===== src/rtl/audio_pkg.sv =====
// ---------------------------------------------------------------------------
// audio_pkg
// Shared definitions for the audio output path:
//   state_e    - serializer state encoding (ST_IDLE, ST_RUN)
//   LEFT_LSB   - bit position of the left channel in a 32-bit stereo beat
//   RIGHT_LSB  - bit position of the right channel in a 32-bit stereo beat
//   clog2()    - ceiling log2, used to size FIFO pointers and counters
// ---------------------------------------------------------------------------
package audio_pkg;

    typedef enum logic {
        ST_IDLE = 1'b0,
        ST_RUN  = 1'b1
    } state_e;

    localparam int LEFT_LSB  = 0;
    localparam int RIGHT_LSB = 16;

    function automatic int clog2(input int value);
        int width;
        width = 0;
        for (int i = 0; i < 31; i++) begin
            if ((1 << i) < value) width = i + 1;
        end
        return width;
    endfunction

endpackage


===== src/rtl/sample_fifo.sv =====
// ---------------------------------------------------------------------------
// sample_fifo
// Synchronous show-ahead FIFO: rdata_o always presents the oldest entry while
// empty_o is low, and pop_i simply advances past it.
// Ports:
//   aclk, aresetn   clock, synchronous active-low reset (flushes pointers)
//   push_i, wdata_i write strobe and data (caller guarantees !full_o)
//   pop_i           advance read pointer (caller guarantees !empty_o)
//   rdata_o         head-of-queue data
//   full_o, empty_o occupancy flags
// DEPTH must be a power of two, >= 2.
// ---------------------------------------------------------------------------
module sample_fifo
    import audio_pkg::*;
#(
    parameter int DEPTH = 4,
    parameter int WIDTH = 32
) (
    input  logic             aclk,
    input  logic             aresetn,
    input  logic             push_i,
    input  logic [WIDTH-1:0] wdata_i,
    input  logic             pop_i,
    output logic [WIDTH-1:0] rdata_o,
    output logic             full_o,
    output logic             empty_o
);

    localparam int AW = clog2(DEPTH);

    // Pointers carry one extra wrap bit to tell full from empty.
    logic [AW:0]      wr_ptr_q, wr_ptr_d;
    logic [AW:0]      rd_ptr_q, rd_ptr_d;
    logic [WIDTH-1:0] mem_q [DEPTH];

    always_comb begin
        // NOTE: every combinational output gets a default first, so no path
        // can leave it unassigned and infer a latch.
        wr_ptr_d = wr_ptr_q;
        rd_ptr_d = rd_ptr_q;
        if (push_i) wr_ptr_d = wr_ptr_q + (AW + 1)'(1);
        if (pop_i)  rd_ptr_d = rd_ptr_q + (AW + 1)'(1);
    end

    always_ff @(posedge aclk) begin
        // NOTE: clocked state uses non-blocking assignments only, so every
        // register samples pre-edge values regardless of process order.
        if (!aresetn) begin
            wr_ptr_q <= '0;
            rd_ptr_q <= '0;
        end else begin
            wr_ptr_q <= wr_ptr_d;
            rd_ptr_q <= rd_ptr_d;
        end
    end

    // NOTE: the storage array is deliberately not reset; the pointers alone
    // define which entries are valid, so a flush only needs the pointers.
    always_ff @(posedge aclk) begin
        if (push_i) mem_q[wr_ptr_q[AW-1:0]] <= wdata_i;
    end

    assign rdata_o = mem_q[rd_ptr_q[AW-1:0]];
    assign empty_o = (wr_ptr_q == rd_ptr_q);
    assign full_o  = (wr_ptr_q[AW] != rd_ptr_q[AW]) &&
                     (wr_ptr_q[AW-1:0] == rd_ptr_q[AW-1:0]);

endmodule


===== src/rtl/axis_i2s_tx.sv =====
// ---------------------------------------------------------------------------
// axis_i2s_tx
// AXI-Stream to Philips I2S serializer. Stereo beats ([15:0] left,
// [31:16] right) are buffered in a sample_fifo and shifted out MSB first with
// a one-bit delay after each LRCLK transition. BCLK/LRCLK/SDATA are registered
// outputs in the aclk domain, derived from an integer divider.
// Ports:
//   aclk, aresetn        clock, synchronous active-low reset
//   tx_en                run enable, checked at start and at each frame wrap
//   s_axis_*             AXI-Stream sink (tlast accepted and ignored)
//   i2s_bclk/lrclk/sdata I2S bit clock, word select (1 = right), data
//   underrun             one-cycle pulse when a frame starts with FIFO empty
// Build option:
//   I2S_TX_HOLD_LAST_EN  on underrun repeat the last popped sample instead
//                        of sending silence
// ---------------------------------------------------------------------------
module axis_i2s_tx
    import audio_pkg::*;
#(
    parameter int AUDIO_WIDTH = 16,
    parameter int BCLK_DIV    = 4,
    parameter int FIFO_DEPTH  = 4
) (
    input  logic        aclk,
    input  logic        aresetn,
    input  logic        tx_en,
    input  logic [31:0] s_axis_tdata,
    input  logic        s_axis_tvalid,
    output logic        s_axis_tready,
    input  logic        s_axis_tlast,
    output logic        i2s_bclk,
    output logic        i2s_lrclk,
    output logic        i2s_sdata,
    output logic        underrun
);

    localparam int FW = 2 * AUDIO_WIDTH;
    localparam int BW = clog2(FW);
    localparam int DW = clog2(BCLK_DIV);

    state_e          state_q, state_d;
    logic [DW-1:0]   div_cnt_q, div_cnt_d;
    logic [BW-1:0]   bit_cnt_q, bit_cnt_d;
    logic [FW-1:0]   shreg_q, shreg_d;
    logic [FW-1:0]   last_q, last_d;
    logic            bclk_q, bclk_d;
    logic            lrclk_q, lrclk_d;
    logic            sdata_q, sdata_d;
    logic            underrun_q, underrun_d;
    logic            rst_done_q;

    logic            push, pop, fifo_full, fifo_empty;
    logic [31:0]     fifo_rdata;
    logic [FW-1:0]   fifo_frame, underrun_fill;
    logic            tick, fall, wrap, start;
    logic            unused_tlast;

    assign unused_tlast = s_axis_tlast;

    // tready stays low while reset is held and for the reset edge itself.
    assign s_axis_tready = rst_done_q && !fifo_full;
    assign push          = s_axis_tvalid && s_axis_tready;

    sample_fifo #(
        .DEPTH (FIFO_DEPTH),
        .WIDTH (32)
    ) u_fifo (
        .aclk    (aclk),
        .aresetn (aresetn),
        .push_i  (push),
        .wdata_i (s_axis_tdata),
        .pop_i   (pop),
        .rdata_o (fifo_rdata),
        .full_o  (fifo_full),
        .empty_o (fifo_empty)
    );

    // Shift order is {left, right} so the left MSB leaves first.
    assign fifo_frame = {fifo_rdata[LEFT_LSB +: AUDIO_WIDTH],
                         fifo_rdata[RIGHT_LSB +: AUDIO_WIDTH]};

`ifdef I2S_TX_HOLD_LAST_EN
    assign underrun_fill = last_q;
`else
    // last_q is kept in this build too so both share one reset behaviour.
    logic unused_last;
    assign unused_last   = ^last_q;
    assign underrun_fill = '0;
`endif

    assign tick  = (div_cnt_q == DW'(BCLK_DIV - 1));
    assign fall  = tick && bclk_q;
    assign wrap  = fall && (bit_cnt_q == BW'(FW - 1));
    assign start = (state_q == ST_IDLE) && tx_en && !fifo_empty;

    // State register.
    always_ff @(posedge aclk) begin
        if (!aresetn) state_q <= ST_IDLE;
        else          state_q <= state_d;
    end

    // Next-state logic: a stop request only takes effect at a frame wrap.
    always_comb begin
        state_d = state_q;
        case (state_q)
            ST_IDLE: if (start)          state_d = ST_RUN;
            ST_RUN:  if (wrap && !tx_en) state_d = ST_IDLE;
            default:                     state_d = ST_IDLE;
        endcase
    end

    // Output / datapath next-state logic.
    always_comb begin
        div_cnt_d  = div_cnt_q;
        bit_cnt_d  = bit_cnt_q;
        shreg_d    = shreg_q;
        last_d     = last_q;
        bclk_d     = bclk_q;
        lrclk_d    = lrclk_q;
        sdata_d    = sdata_q;
        underrun_d = 1'b0;
        pop        = 1'b0;
        case (state_q)
            ST_IDLE: begin
                bclk_d  = 1'b0;
                lrclk_d = 1'b0;
                if (start) begin
                    pop       = 1'b1;
                    shreg_d   = fifo_frame;
                    last_d    = fifo_frame;
                    bit_cnt_d = '0;
                    div_cnt_d = '0;
                end else if (sdata_q) begin
                    // The final right LSB is held for one more half-period
                    // after the stopping wrap, then sdata parks at 0.
                    div_cnt_d = tick ? '0 : div_cnt_q + DW'(1);
                    if (tick) sdata_d = 1'b0;
                end else begin
                    div_cnt_d = '0;
                end
            end
            ST_RUN: begin
                div_cnt_d = tick ? '0 : div_cnt_q + DW'(1);
                if (tick) bclk_d = !bclk_q;
                if (fall) begin
                    sdata_d = shreg_q[FW-1];
                    if (wrap) begin
                        bit_cnt_d = '0;
                        lrclk_d   = 1'b0;
                        if (tx_en) begin
                            if (!fifo_empty) begin
                                pop     = 1'b1;
                                shreg_d = fifo_frame;
                                last_d  = fifo_frame;
                            end else begin
                                underrun_d = 1'b1;
                                shreg_d    = underrun_fill;
                            end
                        end
                    end else begin
                        shreg_d   = {shreg_q[FW-2:0], 1'b0};
                        bit_cnt_d = bit_cnt_q + BW'(1);
                        if (int'(bit_cnt_q) + 1 == AUDIO_WIDTH) lrclk_d = 1'b1;
                    end
                end
            end
            default: ;
        endcase
    end

    // Datapath and output registers.
    always_ff @(posedge aclk) begin
        if (!aresetn) begin
            div_cnt_q  <= '0;
            bit_cnt_q  <= '0;
            shreg_q    <= '0;
            last_q     <= '0;
            bclk_q     <= 1'b0;
            lrclk_q    <= 1'b0;
            sdata_q    <= 1'b0;
            underrun_q <= 1'b0;
            rst_done_q <= 1'b0;
        end else begin
            div_cnt_q  <= div_cnt_d;
            bit_cnt_q  <= bit_cnt_d;
            shreg_q    <= shreg_d;
            last_q     <= last_d;
            bclk_q     <= bclk_d;
            lrclk_q    <= lrclk_d;
            sdata_q    <= sdata_d;
            underrun_q <= underrun_d;
            rst_done_q <= 1'b1;
        end
    end

    assign i2s_bclk  = bclk_q;
    assign i2s_lrclk = lrclk_q;
    assign i2s_sdata = sdata_q;
    assign underrun  = underrun_q;

endmodule


===== config.mk =====
export PLATFORM = sky130hd
export DESIGN_NAME = axis_i2s_tx
export DESIGN_NICKNAME = d
export VERILOG_FILES = /design/src/rtl/audio_pkg.sv /design/src/rtl/sample_fifo.sv /design/src/rtl/axis_i2s_tx.sv
export SDC_FILE = /design/constraint.sdc
export NUM_CORES = 1
export LEC_CHECK = 0
export ABC_AREA = 1
export CAP_MARGIN = 15
export CORE_MARGIN = 10
export CORE_UTILIZATION = 45
export CTS_BUF_LIST = sky130_fd_sc_hd__clkbuf_16
export DETAILED_ROUTE_END_ITERATION = 16
export PLACE_DENSITY = 0.61
export SKIP_LAST_GASP = 1
export SYNTH_ARGS = -nofsm -noshare
export SYNTH_HDL_FRONTEND = slang
export SYNTH_SLANG_ARGS = --single-unit
export TNS_END_PERCENT = 10

===== constraint.sdc =====
create_clock -name aclk -period 8.4 [get_ports aclk]
set_input_delay 1.26 -clock aclk [delete_from_list [all_inputs] [get_ports aclk]]
set_output_delay 1.26 -clock aclk [all_outputs]
set_load 0.03 [all_outputs]

# Word level (Yosys, flattened, before mapping)
# Memories as Yosys holds them, arrays and structs flattened. A register that Yosys moved wholly into a read port is not among the register bits.
# Cells that the tools add are included.
# W data, S select, Z words.
[totals]
reg_bits = 51
latch_bits = 0
ram_bits = 128
romBits = 0
input_bits = 37
out_inout_bits = 5
elab_cells = 86
mem_count = 1
[memory_table]
columns = ["name", "depth", "word_bits", "rd", "rd_clocked_by_memory_dff", "write_ports", "line_no", "rtl"]
rows = [
  ["u_fifo.mem_q", 4, 32, 1, 1, 1, "sample_fifo.sv:34", "logic [WIDTH-1:0] mem_q [DEPTH];"],
]
[op_classes]
n_addsub = 5
n_mul = 0
n_div = 0
n_lt_le_gt_ge = 0
eq_ne = 12
shifts = 0
muxes = 39
bitwise_logic = 1
reduce_logical = 17
[ops]
columns = ["cell", "count"]
rows = [
  ["$mux W32", 5],
  ["$pmux W32 S2", 1],
  ["$mux W1", 18],
  ["$mux W5", 3],
  ["$mux W2", 5],
  ["$pmux W1 S2", 5],
  ["$pmux W5 S2", 1],
  ["$logic_and A1 B1 Y1", 8],
  ["$add A3 B1 Y3 const B", 2],
  ["$add A5 B1 Y6 const B", 1],
  ["$eq A6 B5 Y1 const B", 1],
  ["$reduce_and A2 Y1", 3],
  ["$add A5 B1 Y5 const B", 1],
  ["$eq A5 B5 Y1 const B", 1],
  ["$reduce_and A5 Y1", 1],
  ["$logic_not A1 Y1", 4],
  ["$ne A2 B1 Y1 const B", 2],
  ["$ne A2 B2 Y1 const B", 2],
  ["$pmux W2 S2", 1],
  ["$eq A3 B3 Y1", 1],
  ["$ne A3 B1 Y1 const B", 1],
  ["$ne A3 B3 Y1 const B", 1],
  ["$reduce_and A3 Y1", 1],
  ["$add A2 B1 Y2 const B", 1],
  ["4 further kinds", 4],
]

# Logic depth before layout (Yosys ltp)
# Gate-level depths: netlist of the first run.
[depth]
depth_word = 8
depth_mapped = 12
depth_no_buf = 11

# Modules after synthesis
# A second synthesis of the first run with hierarchy kept.
[unflattened]
cells_unflattened = 813
hier_area_um2 = 7911.3
[modules_own_cells]
columns = ["module", "instances", "cells_each", "area_each_um2", "seq_area_each_um2"]
rows = [
  ["sample_fifo", 1, 428, 5542.8, 4003.8],
  ["axis_i2s_tx", 1, 385, 2368.5, 900.9],
]

# Worst setup path before layout of the first run
# OpenSTA, ideal clock, no wires.
[synth_path]
path_type = "input -> register"
start = "input port s_axis_tvalid"
end = "memory u_fifo.mem_q[0][0] (enable)"
setup_time_ps = 421
arrival_time_ps = 2784
t_required_ps = 7979
slack_ps = 5195
path_stages = 2
path_buffers = 0
path_cell_list = "nand3_2 > nor2_1"
[synth_between]
elab_chain_len = 3
[synth_rtl]
columns = ["element", "line_no", "rtl"]
rows = [
  ["from (decl)", "axis_i2s_tx.sv:28", "input logic s_axis_tvalid,"],
  ["$logic_and A1 B1 Y1", "axis_i2s_tx.sv:62", "assign push = s_axis_tvalid && s_axis_tready;"],
  ["$mux W1", "sample_fifo.sv:60", "if (push_i) mem_q[wr_ptr_q[AW-1:0]] <= wdata_i;"],
  ["$mux W1 (not written as such)", "sample_fifo.sv:60", ""],
  ["to (decl)", "sample_fifo.sv:34", ""],
]
# Every way passes these cells.

# Worst setup path after layout of the first run
[layout_path]
start = "register u_fifo.wr_ptr_q[0]"
end = "output port s_axis_tready"
[layout_between]
elab_chain_len = 4
[layout_rtl]
columns = ["element", "line_no", "rtl"]
rows = [
  ["from (decl)", "sample_fifo.sv:32", "logic [AW:0] wr_ptr_q, wr_ptr_d;"],
  ["from (signal assigned)", "sample_fifo.sv:52", "wr_ptr_q <= wr_ptr_d;"],
  ["$eq A2 B2 Y1", "sample_fifo.sv:66", "(wr_ptr_q[AW-1:0] == rd_ptr_q[AW-1:0]);"],
  ["$logic_and A1 B1 Y1", "sample_fifo.sv:65", "assign full_o = (wr_ptr_q[AW] != rd_ptr_q[AW]) &&"],
  ["$logic_not A1 Y1", "axis_i2s_tx.sv:61", "assign s_axis_tready = rst_done_q && !fifo_full;"],
  ["$logic_and A1 B1 Y1", "axis_i2s_tx.sv:61", ""],
  ["to (decl)", "axis_i2s_tx.sv:29", "output logic s_axis_tready,"],
]
# Every way passes these cells.

==> impl_results.md, run 1 <==
* H-Tree Level Count at 4
* Async set-reset flop share out of synthesis at 0
* Yosys warning total at 0
* Total of flip-flops plus latches after synthesis at around 180
* Final GP Congestion at between 0.7 and 0.8
* Max Cap Violations at 0
* Core Box Area at roughly 17000 sq um
* Number of nets in the finished design at roughly 900
* Latest clock arrival within the worst-skew pair at 0.43 ns
* Leading cell types by count after synthesis: 208 x sky130_fd_sc_hd__nor2_1, 128 x sky130_fd_sc_hd__edfxtp_1, 90 x sky130_fd_sc_hd__nand2_1
* TritonCTS buffer count at 17
* Yosys top cell area share at 0.489
* CTS hold repair buffers at 0
* Worst-path cell chain: inv_2, nand2_1, nand2_1, nand3b_1, nand2_1, inv_1, clkdlybuf4s50_1
* Worst slew margin relative to its limit at 0.248
* Setup repair after global routing missed its margin: no
* Number of different library cells in the post-synthesis netlist at 25
* Prevailing post-synth register cell: sky130_fd_sc_hd__edfxtp_1
* Ratio of cells with drive above 1 in the final layout at 0.0690
* Chip Height at ~150 microns
* Area of the die at roughly 23000 sq um
* Inserted Diodes at 0
* Post-route clock period utilization at 0.393
* Setup-failing EPs final at 0
* Root Buffer: sky130_fd_sc_hd__clkbuf_16
* Effective utilization at floorplan at 0.456
* Initial DRC Count at between 300 and 400
* First-pass GRT wire length at roughly 27000 microns
* Min-delay worst type: register to register
* Global router's overall resource usage at 0.143
* Final setup margin at between 5 and 6 ns
* Maximum clock path buffer count at 2
* Pre-CTS setup slack at between 5 and 6 ns
* Clock tree from TritonCTS: done
* CP peak stage delay at about 0.66 ns
* ANT nets after route at 0
* Count leader, synth: sky130_fd_sc_hd__nor2_1
* Largest delay share family, worst path: buffers and inverters
* Post-CTS Setup Repair Bufs at 0
* Leakage power at 3.47 nW
* Critical path buffer and inverter count at 3
* Transition at the pin with the smallest max-transition slack at 1.13 ns
* Library cell occupying the most area in the post-synthesis netlist: sky130_fd_sc_hd__edfxtp_1
* Routed wire length per instance at roughly 15 microns
* Routed vias/inst at slightly above 5
* Synth Area per Inst at between 9 and 10 sq um
* Relative area change from synthesis to final layout at 14.8%
* Clock sink count at 181
* Number of placed I/O pins at between 40 and 50
* Number of pins exceeding their max-slew limit in the final report at 0
* Minimum period implied by the final worst setup slack at roughly 3.3 ns
* Cell Pwr Density at between 200 and 250 nW/um^2
* Sequential cell area fraction in the yosys report at 0.624
* Worst IR Drop VDD at approximately 0.16 mV
* Gate count after technology mapping at 837
* Clock-pin slew on the worst setup and hold paths at 0.06 ns
* Final hold vios at 0
* Endpoint class of the critical path: output pin
* Pre-antenna DRT Iters at 4
* Post-DP HPWL at 9220 microns
* IO buf count at 40
* Detailed-route via count at between 5000 and 6000
* CP max-delay cell: sky130_fd_sc_hd__clkdlybuf4s50_1
* Clock skew at 0.00939 ns
* Total wire length at 16700 microns
* Maximum number of pins on one net before global-route repair at between 60 and 70
* Number of antenna violations at the first check in global routing at 0
* Outcome: finished, final reports clean
* Worst path most repeated cell: sky130_fd_sc_hd__nand2_1
* EDFF count, synth at between 100 and 150
* Total of cells resized after clock tree synthesis at 0
* Total negative slack for setup checks at 0 ns
* Required time of the worst setup path at approximately 7.1 ns
* CP max FO at 5
* Post-synthesis net count at 882
* Worst Path Arrival at between 2 and 2.5 ns
* Post-Syn Area at just under 8000 sq um
* Leading post-synthesis cells by cell area: sky130_fd_sc_hd__edfxtp_1 49%, sky130_fd_sc_hd__dfxtp_1 13%, sky130_fd_sc_hd__nor2_1 9.9%, sky130_fd_sc_hd__o21ai_0 5.1%, sky130_fd_sc_hd__nand2_1 4.3%
* Die width at approximately 150 microns
* Via count of the first global-routing pass at roughly 5500
* DRC violations left at 0
* Kind of critical path: register to output pin
* Row Count at 48
* Critical Path Start Type: register
* GRT Residual Overflow at 0
* Achievable frequency at between 300 and 400 MHz
-- cells in the final DEF, fill, tap and decap left out, types with 2 or more instances in the layout --
cell type | Yosys | routed
sky130_fd_sc_hd__a21oi_1 | 14 | 14
sky130_fd_sc_hd__nand2_4 | 3 | 3
sky130_fd_sc_hd__clkinv_2 | 0 | 3
sky130_fd_sc_hd__clkbuf_16 | 0 | 17
sky130_fd_sc_hd__xor2_1 | 2 | 2
sky130_fd_sc_hd__nand3_1 | 43 | 43
sky130_fd_sc_hd__bufinv_16 | 0 | 3
sky130_fd_sc_hd__inv_2 | 5 | 5
sky130_fd_sc_hd__nor2_2 | 0 | 4
sky130_fd_sc_hd__clkinvlp_4 | 0 | 2
sky130_fd_sc_hd__nand3_2 | 2 | 2
sky130_fd_sc_hd__nand4_1 | 39 | 39
sky130_fd_sc_hd__dfxtp_2 | 0 | 2
sky130_fd_sc_hd__buf_4 | 4 | 8
sky130_fd_sc_hd__inv_6 | 0 | 4
sky130_fd_sc_hd__ha_1 | 8 | 8
sky130_fd_sc_hd__inv_1 | 84 | 84
sky130_fd_sc_hd__edfxtp_1 | 128 | 128
sky130_fd_sc_hd__o21ai_0 | 80 | 80
sky130_fd_sc_hd__dfxtp_1 | 53 | 51
sky130_fd_sc_hd__nor2_1 | 208 | 204
sky130_fd_sc_hd__o21ai_1 | 22 | 22
sky130_fd_sc_hd__nand2_1 | 90 | 90
sky130_fd_sc_hd__nor3_1 | 3 | 3
sky130_fd_sc_hd__clkdlybuf4s50_1 | 0 | 40
-- sequential cells by signal, indices dropped and copies added (netlist names), named ones only --
register / cells
i2s_lrclk: 1
div_cnt_q: 2
underrun: 1
i2s_sdata: 1
u_fifo.rd_ptr_q: 3
state_q: 1
shreg_q: 32
u_fifo.wr_ptr_q: 3
rst_done_q: 1
u_fifo.mem_q: 128
bit_cnt_q: 5
i2s_bclk: 1
-- path summary, 6_finish.rpt --
| check | slack (ns) | from | cells past startpoint | endpoint |
|---|---|---|---|---|
| max | 5.10 | u_fifo.wr_ptr_q[0] | 7 | s_axis_tready |
| min | 0.44 | div_cnt_q[0] | 1 | div_cnt_q[0] |
| max reg2reg | 5.74 | bit_cnt_q[0] | 11 | shreg_q[19] |
| min reg2reg | 0.44 | div_cnt_q[0] | 1 | div_cnt_q[0] |
-- metrics by stage --
step	util	hold slack, ns	std cells	area, sq um	power [W]
finish	0.524	0.435	1094	9030	0.00216
global route	0.524	0.473	1094	9030	0.00227
CTS	0.522	0.439	1093	9000	0.00218
detailed placement	0.487	0.430	1062	8400	0.00137
global placement	0.487	0.413	1062	8400	0.00136
floorplan	-	0.403	837	7870	0.00128
-- final cells by class --
| type | count | area [sq um] |
|---|---|---|
| clock inverter | 14 | 175 |
| tap | 225 | 282 |
| fill | 1547 | 8210 |
| sequential | 181 | 4910 |
| timing repair buffer | 49 | 488 |
| inverter | 89 | 334 |
| multi-input combinational | 519 | 2410 |
| clock buffer | 17 | 425 |
-- cell families (layout without fill, tap and decap cells) --
family,Yosys count,after routing,synth area share
xor+xnor,3,3,0.00430
buf+inv,137,169,0.0706
fa+ha+maj,8,8,0.0127
compound gates,116,116,0.0738
flops,181,181,0.624
simple gates,392,392,0.215
-- power by group --
part	total (W)	switching (W)	internal, W
Combinational	0.000324	0.000215	0.000108
Clock	0.000808	0.000338	0.000470
Sequential	0.00103	0.0000253	0.00101
Total	0.00216	0.000579	0.00158
-- metal layers --
layer	global-route usage	part of all wire	wire [microns]	vias to the layer above
met2	0.249	0.51	8560	92
met1	0.169	0.44	7370	2721
met5	0	0	0	-
met4	0.0472	0.013	223	0
li1	-	-	-	2827
met3	0.0342	0.035	581	19
Power figures use the tool's default switching activity.
==> inputs of run 2 (changes only) <==
==> constraint.sdc (replaced) <==
create_clock -name aclk -period 3.2 [get_ports aclk]
set_input_delay 0.48 -clock aclk [delete_from_list [all_inputs] [get_ports aclk]]
set_output_delay 0.48 -clock aclk [all_outputs]
set_load 0.03 [all_outputs]
==> run 2 against run 1 <==
Against the previous run: sequential share of layout area rose by 0.28 points; critical path depth rose by 4; first-iteration DRC count rose by 9.1%; total power rose to 2.6 times the previous value; register-to-register slack got worse by 5.2 ns; global-route usage rose by 0.13 points; non-clock buffer count rose by 1; critical endpoint is now shreg_q[19]; combinational power rose to 2.6 times the previous value; cell count rose by 0.18%; clock power rose by 150%; setup slack got worse by 4.6 ns.
==> impl_results.md, run 2 (synthesis results as in run 1) <==
* Effective utilization at floorplan at 0.456
* Required time of the worst setup path at ~3.6 ns
* Pre-antenna DRT Iters at 5
* Cell Pwr Density at just over 600 nW/um^2
* ANT nets after route at 0
* R2r endpoint: shreg_q[19]
* Post-route clock period utilization at 0.840
* Clock sink count at 181
* Routed wire length per instance at around 15 microns
* Total met2 wirelength after detailed routing at around 8300 microns
* Die width at 152 microns
* Worst path depth at 11
* Most common cell after layout, fill and taps aside: sky130_fd_sc_hd__nor2_1
* Clock tree from TritonCTS: done
* Chip Height at ~150 microns
* Total Power Consumption at around 0.0055 W
* Routed vias/inst at about 5.1
* Most frequent cells in the layout: 204 x sky130_fd_sc_hd__nor2_1, 128 x sky130_fd_sc_hd__edfxtp_1, 90 x sky130_fd_sc_hd__nand2_1, 87 x sky130_fd_sc_hd__inv_1, 80 x sky130_fd_sc_hd__o21ai_0
* Ratio of cells with drive above 1 in the final layout at 0.0677
* Endpoint class of the critical path: register
* Leakage power at roughly 3.5 nW
* Global router's overall resource usage at 0.144
* Initial DRC Count at between 300 and 400
* TritonCTS buffer count at 17
* Latest clock arrival within the worst-skew pair at about 0.43 ns
* Total wire length at about 16000 microns
* Worst setup startpoint: bit_cnt_q[0]
* Post-CTS Setup Repair Bufs at 0
* Clock skew at 0.0152 ns
* Post-DP HPWL at around 9200 microns
* Final hold vios at 0
* Maximum number of pins on one net before global-route repair at 65
* Met3 wirelength from detailed routing at 604 microns
* Total of cells resized after clock tree synthesis at 0
* Core Box Area at 17200 sq um
* Maximum clock path buffer count at 2
* Number of placed I/O pins at 42
* First-pass GRT wire length at about 27000 microns
* CP max-delay cell: sky130_fd_sc_hd__nand3_4
* Setup-failing EPs final at 0
* Transition at the pin with the smallest max-transition slack at approximately 1.1 ns
* Row Count at 48
* CP max FO at 34
* Critical path buffer and inverter count at 0
* Worst Path Arrival at about 3.1 ns
* Root Buffer: sky130_fd_sc_hd__clkbuf_16
* DRC violations left at 0
* Inserted Diodes at 0
* Worst slew margin relative to its limit at 0.293
* Outcome: finished, final reports clean
* Max reg flops at 128
* Worst-path cell chain: ha_1, nand2_1, nor2_1, ha_1, nand2_4, nand2_4, nand2_4, nand3_4, nand2_1, nand2_1, nor2_1
* Min-delay worst type: register to register
* Kind of critical path: register to register
* Final GP Congestion at 0.752
* Minimum period implied by the final worst setup slack at between 2 and 3 ns
* Detailed-route via count at 5600
* Setup repair after global routing missed its margin: no
* Achievable frequency at between 300 and 400 MHz
* Clock-pin slew on the worst setup and hold paths at 0.07 ns
* R2R Setup Slk at 0.51 ns
* Worst IR Drop VDD at between 0.4 and 0.5 mV
* Total negative slack for setup checks at 0 ns
* Met1 WL at roughly 7300 microns
* Number of antenna violations at the first check in global routing at 0
* Critical Path Start Type: register
* Area of the die at approximately 23000 sq um
* Via count of the first global-routing pass at about 5500
* Max Cap Violations at 0
* Number of pins exceeding their max-slew limit in the final report at 0
* Largest delay share family, worst path: simple AND/OR/NAND/NOR gates
* Relative area change from synthesis to final layout at 14.2%
* IO buf count at 40
* CP peak stage delay at slightly above 0.4 ns
* Number of nets in the finished design at 903
* CTS hold repair buffers at 0
* Final design utilization at 0.521
* GRT Residual Overflow at 0
* Worst Reg-to-Reg Cells at 11
* H-Tree Level Count at 4
* Highest metal layer with signal wires: met4
* Crit path to: shreg_q[19]
* RR Startpoint: bit_cnt_q[0]
-- run 2: cell count changes in the layout (fill, tap and decap cells not counted), sizes merged --
cell	change
clkinv	+2
buf	+1
bufinv	-1
-- run 2: metrics by stage --
| stage | instance area, sq um | setup slack (ns) | std cells | hold slack [ns] |
|---|---|---|---|---|
| 3_3_place_gp | 8410 | 0.641 | 1064 | 0.414 |
| 6_report | 8980 | 0.511 | 1096 | 0.434 |
| 3_5_place_dp | 8410 | 0.561 | 1064 | 0.423 |
| 5_1_grt | 8980 | 0.282 | 1096 | 0.457 |
| 4_1_cts | 8980 | 0.521 | 1096 | 0.437 |
| 2_1_floorplan | 7870 | 0.533 | 837 | 0.403 |
-- run 2: worst register-to-register path: stages (launching register included) --
cell,delay [ns]
sky130_fd_sc_hd__dfxtp_1,0.35
sky130_fd_sc_hd__ha_1,0.23
sky130_fd_sc_hd__nand2_1,0.09
sky130_fd_sc_hd__nor2_1,0.05
sky130_fd_sc_hd__ha_1,0.22
sky130_fd_sc_hd__nand2_4,0.34
sky130_fd_sc_hd__nand2_4,0.17
sky130_fd_sc_hd__nand2_4,0.36
sky130_fd_sc_hd__nand3_4,0.43
sky130_fd_sc_hd__nand2_1,0.20
sky130_fd_sc_hd__nand2_1,0.08
sky130_fd_sc_hd__nor2_1,0.12
-- run 2: cell type report --
cell class | count | area (sq um)
Fill cell | 1506 | 8260
Sequential cell | 181 | 4910
Multi-Input combinational cell | 519 | 2410
Timing Repair Buffer | 50 | 475
Clock buffer | 17 | 425
Inverter | 89 | 334
Tap cell | 225 | 282
Clock inverter | 15 | 141
-- run 2: routing by layer --
| metal | global-route usage | up-vias |
|---|---|---|
| met3 | 0.0310 | 20 |
| met2 | 0.249 | 106 |
| li1 | - | 2829 |
| met4 | 0.0573 | 0 |
| met5 | 0 | - |
| met1 | 0.170 | 2645 |
-- run 2: how the worst min path moves through the flow --
| stage | startpoint | slack [ns] | depth (start not counted) | to |
|---|---|---|---|---|
| finish | div_cnt_q[0] | 0.43 | 1 | div_cnt_q[0] |
| CTS | div_cnt_q[0] | 0.44 | 1 | div_cnt_q[0] |
| detailed placement | div_cnt_q[0] | 0.42 | 1 | div_cnt_q[0] |
| global placement | div_cnt_q[0] | 0.41 | 1 | div_cnt_q[0] |
| floorplan | div_cnt_q[0] | 0.40 | 1 | div_cnt_q[0] |
| global route | div_cnt_q[0] | 0.46 | 1 | div_cnt_q[0] |
-- run 2: report_power, final --
| part | internal [W] | switching (W) |
|---|---|---|
| sequential | 0.00264 | 0.0000655 |
| combinational | 0.000284 | 0.000560 |
| clock | 0.00114 | 0.000851 |
==> inputs of run 3 (changes only) <==
==> constraint.sdc (replaced) <==
create_clock -name aclk -period 2.65 [get_ports aclk]
set_input_delay 0.3975 -clock aclk [delete_from_list [all_inputs] [get_ports aclk]]
set_output_delay 0.3975 -clock aclk [all_outputs]
set_load 0.03 [all_outputs]
==> run 3 against run 2 <==
Against the previous run: sequential power rose by 21%; critical path type is now register to output pin; cell count up 0.64%; wire length grew 0.63%; die area is the same; global-route usage decreased by 0.22 points.
==> impl_results.md, run 3 (synthesis results as in run 1) <==
* DRC violations left at 0
* Final GP Congestion at between 0.7 and 0.8
* Endpoint class of the critical path: output pin
* Max Cap Violations at 0
* Worst path most repeated cell: sky130_fd_sc_hd__nand2_1
* CTS hold repair buffers at 0
* Required time of the worst setup path at approximately 2.3 ns
* Clock-pin slew on the worst setup and hold paths at 0.06 ns
* Achievable frequency at between 400 and 500 MHz
* Total of cells resized after clock tree synthesis at 0
* Pre-CTS setup slack at 0.518 ns
* Final cell count without fillers at between 1000 and 1500
* Effective utilization at floorplan at 0.456
* Leakage power at 3.49 nW
* Outcome: finished, final reports clean
* Inserted Diodes at 0
* Worst Path Arrival at ~2.0 ns
* Relative area change from synthesis to final layout at 15.2%
* Combinational cell fraction of total power at 0.158
* Worst IR Drop VDD at between 0.4 and 0.5 mV
* Final hold vios at 0
* Number of antenna violations at the first check in global routing at 0
* Core Box Area at about 17000 sq um
* Kind of critical path: register to output pin
* CP max FO at 5
* GRT Residual Overflow at 0
* Layout fillers at 1535
* Clock sink count at 181
* Detailed-route via count at roughly 5600
* Transition at the pin with the smallest max-transition slack at just under 0.7 ns
* Initial DRC Count at 340
* Clock skew at roughly 0.011 ns
* Clock tree from TritonCTS: done
* Area of the die at roughly 23000 sq um
* Post-route clock period utilization at 0.908
* Switching part of the total power at 0.267
* CP max-delay cell: sky130_fd_sc_hd__clkdlybuf4s50_1
* Maximum clock path buffer count at 2
* Via count of the first global-routing pass at between 5000 and 6000
* TritonCTS buffer count at 17
* Routed vias/inst at about 5
* Min-delay worst type: register to register
* Maximum number of pins on one net before global-route repair at 65
* IO buf count at 40
* Setup repair after global routing missed its margin: no
* Final setup margin at between 0.2 and 0.25 ns
* Cell Pwr Density at 726 nW/um^2
* Most common cell after layout, fill and taps aside: sky130_fd_sc_hd__nor2_1
* Relative contribution of sequential cells to total power at 0.498
* Critical Path Start Type: register
* Die width at ~150 microns
* Ratio of cells with drive above 1 in the final layout at 0.0683
* Final design utilization at 0.525
* Global router's overall resource usage at 0.142
* First-pass GRT wire length at about 27000 microns
* Internal Power at about 0.0048 W
* Worst slew margin relative to its limit at 0.551
* Placed cell area at around 8500 sq um
* Number of placed I/O pins at 42
* Clock power frac at 0.344
* Post-DP HPWL at around 10000 microns
* Root Buffer: sky130_fd_sc_hd__clkbuf_16
* Worst-path cell chain: inv_2, nand2_1, nand2_1, nand3b_1, nand2_1, inv_1, clkdlybuf4s50_1
* Max reg flops at 128
* Chip Height at between 150 and 200 microns
* Routed wire length per instance at ~15 microns
* Number of nets in the finished design at between 900 and 1000
* H-Tree Level Count at 4
* Minimum period implied by the final worst setup slack at between 2 and 2.5 ns
* Hold slack at 0.429 ns
* Total wire length at about 17000 microns
* Post-layout instance area at 9060 sq um
* Switching power at approximately 0.0018 W
* Row Count at 48
* Latest clock arrival within the worst-skew pair at 0.43 ns
* Number of pins exceeding their max-slew limit in the final report at 0
* CP peak stage delay at between 0.6 and 0.7 ns
* Setup-failing EPs final at 0
* ANT nets after route at 0
* Post-CTS Setup Repair Bufs at 0
* Most frequent cells in the layout: 204 x sky130_fd_sc_hd__nor2_1, 128 x sky130_fd_sc_hd__edfxtp_1, 90 x sky130_fd_sc_hd__nand2_1, 89 x sky130_fd_sc_hd__inv_1, 80 x sky130_fd_sc_hd__o21ai_0
* Pre-antenna DRT Iters at 5
* Placed cell count at between 1000 and 1500
-- run 3: cell count changes in the layout (fill, tap and decap cells not counted), moves of 2 or more --
cell	delta
sky130_fd_sc_hd__buf_12	+5
sky130_fd_sc_hd__buf_4	+2
sky130_fd_sc_hd__clkinv_1	+4
sky130_fd_sc_hd__clkinv_2	-4
sky130_fd_sc_hd__inv_1	+2
-- run 3: layer usage --
metal / wire (microns) / up-vias / GRT usage
met4: 235 / 0 / 0.0468
met5: 0 / - / 0
met3: 564 / 19 / 0.0325
met1: 7420 / 2649 / 0.170
li1: - / 2848 / -
met2: 8310 / 95 / 0.245
-- run 3: layout make-up --
cell class | instances | area (sq um) | share of cell area
clock buffer | 17 | 425 | 0.0470
clock inverter | 15 | 104 | 0.0115
sequential | 181 | 4910 | 0.542
tap | 225 | 282 | 0.0311
timing repair buffer | 57 | 591 | 0.0652
multi-input combinational | 519 | 2410 | 0.267
inverter | 89 | 334 | 0.0369
-- run 3: worst max-delay path, delay by kind of cell (launching register included) --
family | cells | cell delay, ns
and+or+nand+nor | 4 | 0.40
DFF | 1 | 0.39
buffers and inverters | 3 | 0.79
-- run 3: through the flow --
| stage | TNS (ns) | power, W |
|---|---|---|
| after floorplan | -2.13 | 0.00407 |
| after global placement | 0 | 0.00434 |
| after detailed placement | 0 | 0.00438 |
| after CTS | 0 | 0.00663 |
| after global routing | 0 | 0.00692 |
| final | 0 | 0.00657 |
-- run 3: final timing paths --
check / cells after the start / startpoint / endpoint / slack (ns)
setup / recovery: 7 / u_fifo.wr_ptr_q[0] / s_axis_tready / 0.24
hold / removal: 1 / div_cnt_q[0] / div_cnt_q[0] / 0.43
setup reg to reg: 11 / bit_cnt_q[0] / shreg_q[19] / 0.53
hold reg to reg: 1 / div_cnt_q[0] / div_cnt_q[0] / 0.43
-- run 3: power by group through the flow --
| stage | Combinational (W) | Clock, W | Sequential [W] |
|---|---|---|---|
| floorplan | 0.000759 | 0 | 0.00331 |
| global placement | 0.00102 | 0 | 0.00332 |
| detailed placement | 0.00105 | 0 | 0.00333 |
| CTS | 0.00105 | 0.00231 | 0.00327 |
| global route | 0.00120 | 0.00243 | 0.00329 |
| finish | 0.00104 | 0.00226 | 0.00327 |
